===== src/rtl/pe_layer_sequencer.sv =====
// ---------------------------------------------------------------------------
// pe_layer_sequencer
//
// Per-PE controller that walks the configured network one layer at a time.
// For every layer it issues one MAC op per (input activation, output
// activation) pair to the PE datapath. The output index is the outer loop and
// the input index is the inner loop. It then waits for the datapath write-back
// before it advances to the next layer.
//
// Ports
//   clk          system clock
//   rst          asynchronous, active-high reset
//   start        begin inference (sampled only while idle)
//   layer_no     number of weight layers (activation vectors 0..layer_no)
//   in_act_no    input activation count for the current layer_idx
//   out_act_no   output activation count for the current layer_idx
//   layer_idx    current layer, drives the PE state-register lookup
//   mac_valid    MAC op request
//   mac_ready    datapath accepts the op
//   in_idx       input activation index of the op
//   out_idx      output activation index of the op
//   last_in      op is the final input for out_idx (accumulator flush)
//   wb_done      datapath finished writing back the layer outputs
//   layer_done   one-cycle pulse when a layer completes its write-back
//   busy         high in every state except idle
//   done         one-cycle pulse at the end of inference
// ---------------------------------------------------------------------------
module pe_layer_sequencer #(
  parameter int LAYER_NO_WIDTH = 3,
  parameter int ACT_NO_WIDTH   = 6
) (
  input  logic                      clk,
  input  logic                      rst,
  input  logic                      start,
  input  logic [LAYER_NO_WIDTH-1:0] layer_no,
  input  logic [ACT_NO_WIDTH-1:0]   in_act_no,
  input  logic [ACT_NO_WIDTH-1:0]   out_act_no,
  output logic [LAYER_NO_WIDTH-1:0] layer_idx,
  output logic                      mac_valid,
  input  logic                      mac_ready,
  output logic [ACT_NO_WIDTH-1:0]   in_idx,
  output logic [ACT_NO_WIDTH-1:0]   out_idx,
  output logic                      last_in,
  input  logic                      wb_done,
  output logic                      layer_done,
  output logic                      busy,
  output logic                      done
);

  typedef enum logic [2:0] {
    ST_IDLE    = 3'd0,
    ST_LOAD    = 3'd1,
    ST_ISSUE   = 3'd2,
    ST_WAIT_WB = 3'd3,
    ST_NEXT    = 3'd4,
    ST_DONE    = 3'd5
  } state_t;

  localparam logic [ACT_NO_WIDTH-1:0]   ACT_ZERO   = {ACT_NO_WIDTH{1'b0}};
  localparam logic [ACT_NO_WIDTH-1:0]   ACT_ONE    = {{(ACT_NO_WIDTH-1){1'b0}}, 1'b1};
  localparam logic [LAYER_NO_WIDTH-1:0] LAYER_ZERO = {LAYER_NO_WIDTH{1'b0}};
  localparam logic [LAYER_NO_WIDTH-1:0] LAYER_ONE  = {{(LAYER_NO_WIDTH-1){1'b0}}, 1'b1};
  localparam logic [LAYER_NO_WIDTH:0]   LAYER_ONE_WIDE = {{LAYER_NO_WIDTH{1'b0}}, 1'b1};

  state_t                    state_r, state_s;
  logic [LAYER_NO_WIDTH-1:0] layer_idx_r, layer_idx_s;
  logic [ACT_NO_WIDTH-1:0]   in_idx_r, in_idx_s;
  logic [ACT_NO_WIDTH-1:0]   out_idx_r, out_idx_s;
  logic [ACT_NO_WIDTH-1:0]   n_in_r, n_in_s;
  logic [ACT_NO_WIDTH-1:0]   n_out_r, n_out_s;

  logic                      in_last_s;
  logic                      out_last_s;
  logic [LAYER_NO_WIDTH:0]   layer_step_s;
  logic                      layer_last_s;

  // Index/layer terminal-count decode. The layer compare is one bit wider so
  // that layer_no at its maximum value (layer_idx+1 overflowing) still ends.
  assign in_last_s    = (in_idx_r == (n_in_r - ACT_ONE));
  assign out_last_s   = (out_idx_r == (n_out_r - ACT_ONE));
  assign layer_step_s = {1'b0, layer_idx_r} + LAYER_ONE_WIDE;
  assign layer_last_s = (layer_step_s == {1'b0, layer_no});

  // State register.
  always_ff @(posedge clk or posedge rst) begin
    if (rst) begin
      state_r <= ST_IDLE;
    end else begin
      state_r <= state_s;
    end
  end

  // Datapath registers: layer index, op indices and latched layer counts.
  always_ff @(posedge clk or posedge rst) begin
    if (rst) begin
      layer_idx_r <= LAYER_ZERO;
      in_idx_r    <= ACT_ZERO;
      out_idx_r   <= ACT_ZERO;
      n_in_r      <= ACT_ZERO;
      n_out_r     <= ACT_ZERO;
    end else begin
      layer_idx_r <= layer_idx_s;
      in_idx_r    <= in_idx_s;
      out_idx_r   <= out_idx_s;
      n_in_r      <= n_in_s;
      n_out_r     <= n_out_s;
    end
  end

  // Next-state and next-register logic.
  always_comb begin
    state_s     = state_r;
    layer_idx_s = layer_idx_r;
    in_idx_s    = in_idx_r;
    out_idx_s   = out_idx_r;
    n_in_s      = n_in_r;
    n_out_s     = n_out_r;

    case (state_r)
      ST_IDLE: begin
        if (start) begin
          if (layer_no != LAYER_ZERO) begin
            state_s     = ST_LOAD;
            layer_idx_s = LAYER_ZERO;
          end else begin
            state_s = ST_DONE;
          end
        end else begin
          state_s = ST_IDLE;
        end
      end

      ST_LOAD: begin
        // The count lookup is combinational on layer_idx, so the counts are
        // valid this cycle and can steer the empty-layer skip directly.
        n_in_s    = in_act_no;
        n_out_s   = out_act_no;
        in_idx_s  = ACT_ZERO;
        out_idx_s = ACT_ZERO;
        if ((in_act_no == ACT_ZERO) || (out_act_no == ACT_ZERO)) begin
          state_s = ST_NEXT;
        end else begin
          state_s = ST_ISSUE;
        end
      end

      ST_ISSUE: begin
        if (mac_ready) begin
          if (!in_last_s) begin
            in_idx_s = in_idx_r + ACT_ONE;
          end else begin
            in_idx_s  = ACT_ZERO;
            out_idx_s = out_idx_r + ACT_ONE;
            if (out_last_s) begin
              state_s = ST_WAIT_WB;
            end else begin
              state_s = ST_ISSUE;
            end
          end
        end else begin
          state_s = ST_ISSUE;
        end
      end

      ST_WAIT_WB: begin
        if (wb_done) begin
          state_s = ST_NEXT;
        end else begin
          state_s = ST_WAIT_WB;
        end
      end

      ST_NEXT: begin
        if (layer_last_s) begin
          state_s = ST_DONE;
        end else begin
          layer_idx_s = layer_idx_r + LAYER_ONE;
          state_s     = ST_LOAD;
        end
      end

      ST_DONE: begin
        state_s     = ST_IDLE;
        layer_idx_s = LAYER_ZERO;
      end

      default: begin
        state_s     = ST_IDLE;
        layer_idx_s = LAYER_ZERO;
        in_idx_s    = ACT_ZERO;
        out_idx_s   = ACT_ZERO;
      end
    endcase
  end

  // Outputs decode from registered state only; layer_done additionally gates
  // the incoming write-back strobe so it pulses in the cycle it is accepted.
  assign layer_idx  = layer_idx_r;
  assign in_idx     = in_idx_r;
  assign out_idx    = out_idx_r;
  assign mac_valid  = (state_r == ST_ISSUE);
  assign last_in    = (state_r == ST_ISSUE) && in_last_s;
  assign layer_done = (state_r == ST_WAIT_WB) && wb_done;
  assign busy       = (state_r != ST_IDLE);
  assign done       = (state_r == ST_DONE);

endmodule


===== config.mk =====
export PLATFORM = sky130hd
export DESIGN_NAME = pe_layer_sequencer
export DESIGN_NICKNAME = d
export VERILOG_FILES = /design/src/rtl/pe_layer_sequencer.sv
export SDC_FILE = /design/constraint.sdc
export NUM_CORES = 1
export LEC_CHECK = 0
export CAP_MARGIN = 5
export CORE_ASPECT_RATIO = 0.6
export CORE_MARGIN = 5
export CORE_UTILIZATION = 30
export DETAILED_ROUTE_END_ITERATION = 10
export HOLD_SLACK_MARGIN = 0.06
export PLACE_DENSITY = 0.61
export SLEW_MARGIN = 15
export SYNTH_ARGS = -nofsm -noshare
export SYNTH_HDL_FRONTEND = slang
export SYNTH_SLANG_ARGS = --single-unit

===== constraint.sdc =====
create_clock -name clk -period 3.9 [get_ports clk]
set_input_delay 0.585 -clock clk [delete_from_list [all_inputs] [get_ports clk]]
set_output_delay 0.585 -clock clk [all_outputs]
set_load 0.01 [all_outputs]

* After elaboration in Yosys (flattened, before gate mapping)
Index checks and enable logic that the tools add are counted.
Storage, ports and cells: flip-flop bits (word level) 30, bits of input ports 20, output and inout bits 20, logic and storage cells 60
Operators by class: add/subtract/negate cells 6, equality and inequality tests 14, multiplexer cells 19, bitwise logic cells 2, reduce and logical (&&, ||, !) cells 13
Operators by type and width (count):
- $mux 3 | 10
- $mux 6 | 4
- $pmux 6 s2 | 2
- $pmux 3 s5 | 1
- $add 6x1->6 const B | 2
- $eq 6x6->1 | 2
- $logic_not 6->1 | 2
- $sub 6x1->6 const B | 2
- $pmux 3 s3 | 1
- $eq 3x2->1 const B | 2
- $eq 3x3->1 const B | 2
- $ne 2x2->1 const B | 3
- $reduce_bool 3->1 | 2
- $add 3x1->4 const B | 1
- $eq 4x3->1 | 1
- $ne 2x1->1 const B | 2
- $reduce_and 4->1 | 1
- $reduce_or 4->1 | 1
- $add 3x1->3 const B | 1
- $eq 3x1->1 const B | 1
- $logic_not 3->1 | 1
- $ne 3x2->1 const B | 1
- $reduce_and 3->1 | 1
- $reduce_or 3->1 | 1
- other kinds (5) | 7

* Longest topological paths before layout
depth in word-level cells 6, gate-level depth with buffers 8, mapped depth without buffers 8

* Worst setup path before layout
OpenSTA, ideal clock, no wires.
kind reg2out, from reg n_in_r[0], to out last_in, data arrival time 1.630 ns, slack 1.685 ns, cell stages (with the launch flop) 9, cell sequence dfrtp_1 -> inv_1 -> ha_1 -> xnor2_1 -> a21o_1 -> o21ai_1 -> and2_2 -> nand2_2 -> inv_1
Between the ends: longest elaborated chain between the ends 3
Ends and longest elaborated chain:
- start: declaration | RTL line 69 | logic [ACT_NO_WIDTH-1:0] n_in_r, n_in_s;
- start signal: assignment | RTL line 105 | n_in_r <= n_in_s;
- $sub 6x1->6 | RTL line 79 | assign in_last_s = (in_idx_r == (n_in_r - ACT_ONE));
- $eq 6x6->1 | RTL line 79
- $logic_and 1x1->1 | RTL line 202 | assign last_in = (state_r == ST_ISSUE) && in_last_s;
- end: declaration | RTL line 43 | output logic last_in,
Every way passes these cells.

* Final worst setup path
Same ends and word-level chain as after synthesis.

==> reports/metrics.yaml <==
outcome:
  status: "finished, final reports clean"
worst_setup_path:
  path_buf_inv: 3
  crit_slowest_cell: "clkdlybuf4s50_1"
  r2r_end: "in_idx[3]"
  cp_num_cells: 9
  critPathCapture: "last_in"
  critical_path.top_delay_family: "buffers and inverters"
  path_class: "flop to output pin"
  cp-end-kind: "output pin"
  reg2reg_slack_ns: 1.76
  worstRegToRegCells: 8
  r2r-start: "n_in_r[0]"
  worstPathMaxFanout: 5
  worst_path_largest_cell_delay_ns: 0.52
  path_cells: "inv_1, ha_1, xnor2_1, a21o_1, o21ai_1, and2_2, nand2_2, inv_1, clkdlybuf4s50_1"
  cp.required_ns: 3.31
  worst_path_most_repeated_cell: "inv_1"
  crit_start: "n_in_r[0]"
  cp-start-kind: "flop"
  cp.arrival_ns: 2.57
synth:
  synth.most_common_cell: "dfrtp_1"
  synth_async_sr_flop_share_pct: 100
  ys_types: 46
  synth_flop_cell: "dfrtp_1"
  synth_commonest_cells: "dfrtp_1 (30), nand2_1 (25), o21ai_0 (25), a21oi_1 (11), inv_1 (11)"
  synthAdderAreaFrac_pct: 3.27
  synth_top_area_share_pct: 39.2
  synth-xor-area-share_pct: 7.77
  syn_avg_cell_area_um2: 9.04
  synth-edff-count: 0
  synth_simple_gate_area_share_pct: 20.7
  synth_compound_area_share_pct: 18.7
  netlist_top_cells_area: "dfrtp_1 (39%), o21ai_0 (6.5%), nand2_1 (4.9%)"
  syn-num-nets: 237
  syn_inst: 212
  ys_warn_count: 0
  syn-cell-area_mm2: 0.00192
  synth_top_area_cell: "dfrtp_1"
  ys_seq_elements: 30
  ys_seq_area_share_pct: 39.2
  synth_top_family_by_area: "simple AND/OR/NAND/NOR gates"
  yosys-mux-area-fraction_pct: 6.73
timing:
  worst_slew_pin_slew_ns: 0.720
  rsz0062_at_grt: "no"
  maxSlewViolCount: 0
  finalClockSkew_ns: 0.00802
  fin_setup_tns_ns: 0
  finalHoldViolCount: 0
  max_freq_mhz: 317
  finalSetupViolations: 0
  period_minus_slack_ns: 3.15
  slew_headroom_pct: 51.8
  finalCritPeriodShare_pct: 80.8
power:
  power_mw: 1.53
  p_per_area_mw_per_mm2: 614
  irDropWorstVdd_mv: 0.183
  p_leak_nw: 1.04
hold_path:
  hold-path-cell-count: 1
  worst_hold_path_type: "flop to flop"
clock_tree:
  clk_latency_ns: 0.28
  post_cts_buffers: 0
  hold_buffers: 0
  cts_max_level: 2
  clk_path_buf_depth: 2
  cts_tree: "built"
  cts_made_buffers: 5
  root_buffer: "clkbuf_8"
  clk_pin_slew_ns: 0.07
  clkSinkCount: 30
  ctsResizeCount: 0
die:
  io_pins: 40
  die_w_um: 113
  start_util_pct: 31.1
  core_mm2: 0.00617
  die_area_mm2: 0.00814
  row_count: 22
  die_h_um: 71.9
placed_design:
  routabilityCongestion: 0.824
  io_buffers: 39
  placed_area_mm2: 0.00240
  hpwl_um: 3680
drt:
  wl_um: 4760
  antenna_left: 0
  first_pass_iters: 4
  drt-initial-drc-count: 60
  vias: 1692
  wl_per_cell_um: 14.0
  drcViolationCount: 0
  vias_per_cell: 4.99
final_layout:
  design_area_mm2: 0.00250
  drive_gt1_share_pct: 11.4
  antenna_cells: 0
  area_growth_pct: 30.3
  nNetsFinal: 279
global_route:
  antenna_found_initial: 0
  grt_use_total_pct: 12.3
  grt_pass1_wl_um: 8090
  grt_pass1_vias: 1618
  gr-total-overflow: 0
  grt_max_degree: 31
job:
  drv_cap: 0
## power by group
part | internal (mW) | switching, mW
Clock | 0.142 | 0.123
Combinational | 0.334 | 0.392
Sequential | 0.401 | 0.139
## kinds of logic after synthesis
family / count (synthesis)
and+or+nand+nor: 72
xor gates and xnor gates: 17
AOI/OAI and AO/OA: 58
muxes: 12
adders and majority gates: 5
DFF: 30
buffers and inverters: 18
## worst min-delay path by stage
stage	from	to	slack [ns]
2_1_floorplan	n_out_r[5]	n_out_r[5]	0.50
3_3_place_gp	n_out_r[5]	n_out_r[5]	0.53
3_5_place_dp	n_out_r[5]	n_out_r[5]	0.54
4_1_cts	n_out_r[5]	n_out_r[5]	0.55
5_1_grt	n_out_r[5]	n_out_r[5]	0.57
6_report	n_out_r[5]	n_out_r[5]	0.54
## registers in the layout, summed over array words and instances, names as in the netlist
name	flops
state_r	3
n_out_r	6
n_in_r	6
layer_idx	3
in_idx	6
out_idx	6
## final cells by class
cell class	count	area [um^2]
multi-input combinational	164	1090
clock inverter	2	12.5
clock buffer	6	82.6
tap	84	105
fill	646	3670
sequential	30	751
timing repair buffer	41	405
inverter	12	45.0
## metrics by stage
step	util [%]	cells	setup WS (ns)	hold slack (ns)
after floorplan	-	212	1.69	0.501
after global placement	38.9	331	1.11	0.533
after detailed placement	38.9	331	1.06	0.535
after CTS	40.5	339	0.733	0.551
after global routing	40.5	339	0.609	0.565
final	40.5	339	0.748	0.543
## metal layers
metal	up-vias	share of wire, %	global-route usage [%]
li1	856	-	-
met1	788	56	19.3
met2	46	37	16.3
met3	2	6.7	3.92
met4	0	0.48	2.40
met5	-	0	0
## cell usage in the layout, fill, tap and decap left out, types with 6 or more instances in the layout
master / synthesis / final
clkdlybuf4s50_1: 0 / 39
dfrtp_1: 30 / 30
nand2_1: 25 / 25
o21ai_0: 25 / 25
inv_1: 11 / 11
a21oi_1: 11 / 11
xnor2_1: 10 / 10
nor2_1: 9 / 9
mux2_2: 7 / 7
xor2_1: 7 / 7
clkbuf_8: 0 / 6
No activity file was read; power rests on OpenSTA's default activity.
==> RTL change, RTL diff (same settings) <==
Make the reset (`rst`) synchronous in 2 clocked blocks. Comments in the files are not updated.
--- a/src/rtl/pe_layer_sequencer.sv
+++ b/src/rtl/pe_layer_sequencer.sv
@@ -82,7 +82,7 @@
   assign layer_last_s = (layer_step_s == {1'b0, layer_no});
 
   // State register.
-  always_ff @(posedge clk or posedge rst) begin
+  always_ff @(posedge clk) begin
     if (rst) begin
       state_r <= ST_IDLE;
     end else begin
@@ -91,7 +91,7 @@
   end
 
   // Datapath registers: layer index, op indices and latched layer counts.
-  always_ff @(posedge clk or posedge rst) begin
+  always_ff @(posedge clk) begin
     if (rst) begin
       layer_idx_r <= LAYER_ZERO;
       in_idx_r    <= ACT_ZERO;
Check against the original RTL: differs if rst is asserted again (counterexample within 4 cycles, from zero or initial values and one cycle with rst high); with rst held inactive, the same outputs for 10 cycles.
==> RTL change against the original RTL <==
  * Sequential cell count did not move
  * Design area fell by 8.1%
  * Synthesized area fell by 10%
  * Wire length fell by 0.46%
  * Setup slack got worse by 0.19 ns
  * Register-to-register slack got worse by 0.45 ns
  * Die area fell by 9.0%
  * Clock skew rose by 0.0011 ns
  * Highest routed layer unchanged
Power is not compared: it rests on default switching activity, and its combinational part moved more than twofold at a synthesized area within 25%.
==> RTL change: results (changes against the original RTL) <==
Status
The flow ran to the end, and the final reports show no timing, DRC or antenna violations.

Global routing
The met3 track utilization from global routing is 4.19% (+0.27 points). The first-pass GRT wire length was 7.85 mm (-3.1%). The total track usage came to 13.7% (+1.4 points).

The met2 demand-to-capacity share in global routing came to 19.6% (+3.3 points). The pin count of the biggest net entering global routing is 22 (-29%).

Worst setup path
The largest fanout on the critical path is 4 (-1). The maximum cell stage delay along the critical path was 0.55 ns (+0.03 ns). In this run the critical register-to-register path is captured at out_idx[5]$_SDFFE_PP0P_. The kind of cell with the highest combined delay on the critical path is simple AND/OR/NAND/NOR gates. The reg-to-reg startpoint is n_in_r[0]$_SDFFE_PP0P_. The signal arrival time at the worst endpoint is 2.76 ns (+0.19 ns).

Hold path
The number of cells traversed by the worst hold path is 2 (+1). The startpoint identified for the worst hold timing path is n_in_r[5]$_SDFFE_PP0P_.

Place
The placement-stage worst setup slack is 0.871 ns (-0.184 ns). The instance area after placement came to 0.00218 sq mm (-9.0%). The final estimated routing congestion in global placement is 0.806 (-2.2%).

The estimated wirelength of the detail-placed design came to 3.58 mm (-2.7%). The post-placement cell count is 335 (+1.2%).

Drt
The detailed-routed wire length on met3 came to 355 um (+11%). The vias per cell is 4.82 (-3.4%). The routed metal-1 wirelength is 2.46 mm (-7.4%).

Layout
The ratio of cells with drive above 1 in the final layout was 4.56% (-6.8 points). The fill cell instance count of the final layout is 605 (-6.3%).

Logic synthesis
Sorting the synthesized cells by area gives the leading types as dfxtp_1, nand2_1, a21oi_1. The proportion of synthesized chip area in sequential cells is 34.9% (-4.3 points). The commonest cells after synthesis are nand2_1, dfxtp_1, a21oi_1. The count of distinct cell types in the synthesized netlist was 37 (-20%). The share of flip-flops with an asynchronous set or reset is 0% (-100 points). The synthesized net count is 248 (+4.6%).

Timing
The minimum hold slack is 0.481 ns (-0.0627 ns). The transition at the pin with the smallest max-transition slack came to 0.998 ns (+0.278 ns).
==> RTL change: cell types whose count changed in the layout (fill, tap and decap cells not counted), sizes merged, moves of 9 or more <==
| cell | unedited run | this run |
|---|---|---|
| dfrtp | 30 | 0 |
| dfxtp | 0 | 30 |
| o21ai | 26 | 7 |
| a21oi | 13 | 29 |
| nand2 | 26 | 40 |
| nor2 | 9 | 18 |
==> RTL change: final cells by class <==
class,count,area [sq um],share of cell area [%]
clock inverter,3,40.0,1.75
sequential,30,601,26.2
clock buffer,5,68.8,3.00
multi-input combinational,178,1060,46.4
tap,80,100,4.36
inverter,8,30.0,1.31
timing repair buffer,39,390,17.0
==> RTL change: cell families after synthesis <==
group                      Yosys count  synth area share (%)
buffers and inverters               15                  3.34
AOI/OAI and AO/OA                   46                  16.1
xor gates and xnor gates            22                  11.2
DFF                                 30                  34.9
and+or+nand+nor                    104                  30.3
adders and majority gates            5                  3.63
muxes                                1                 0.581
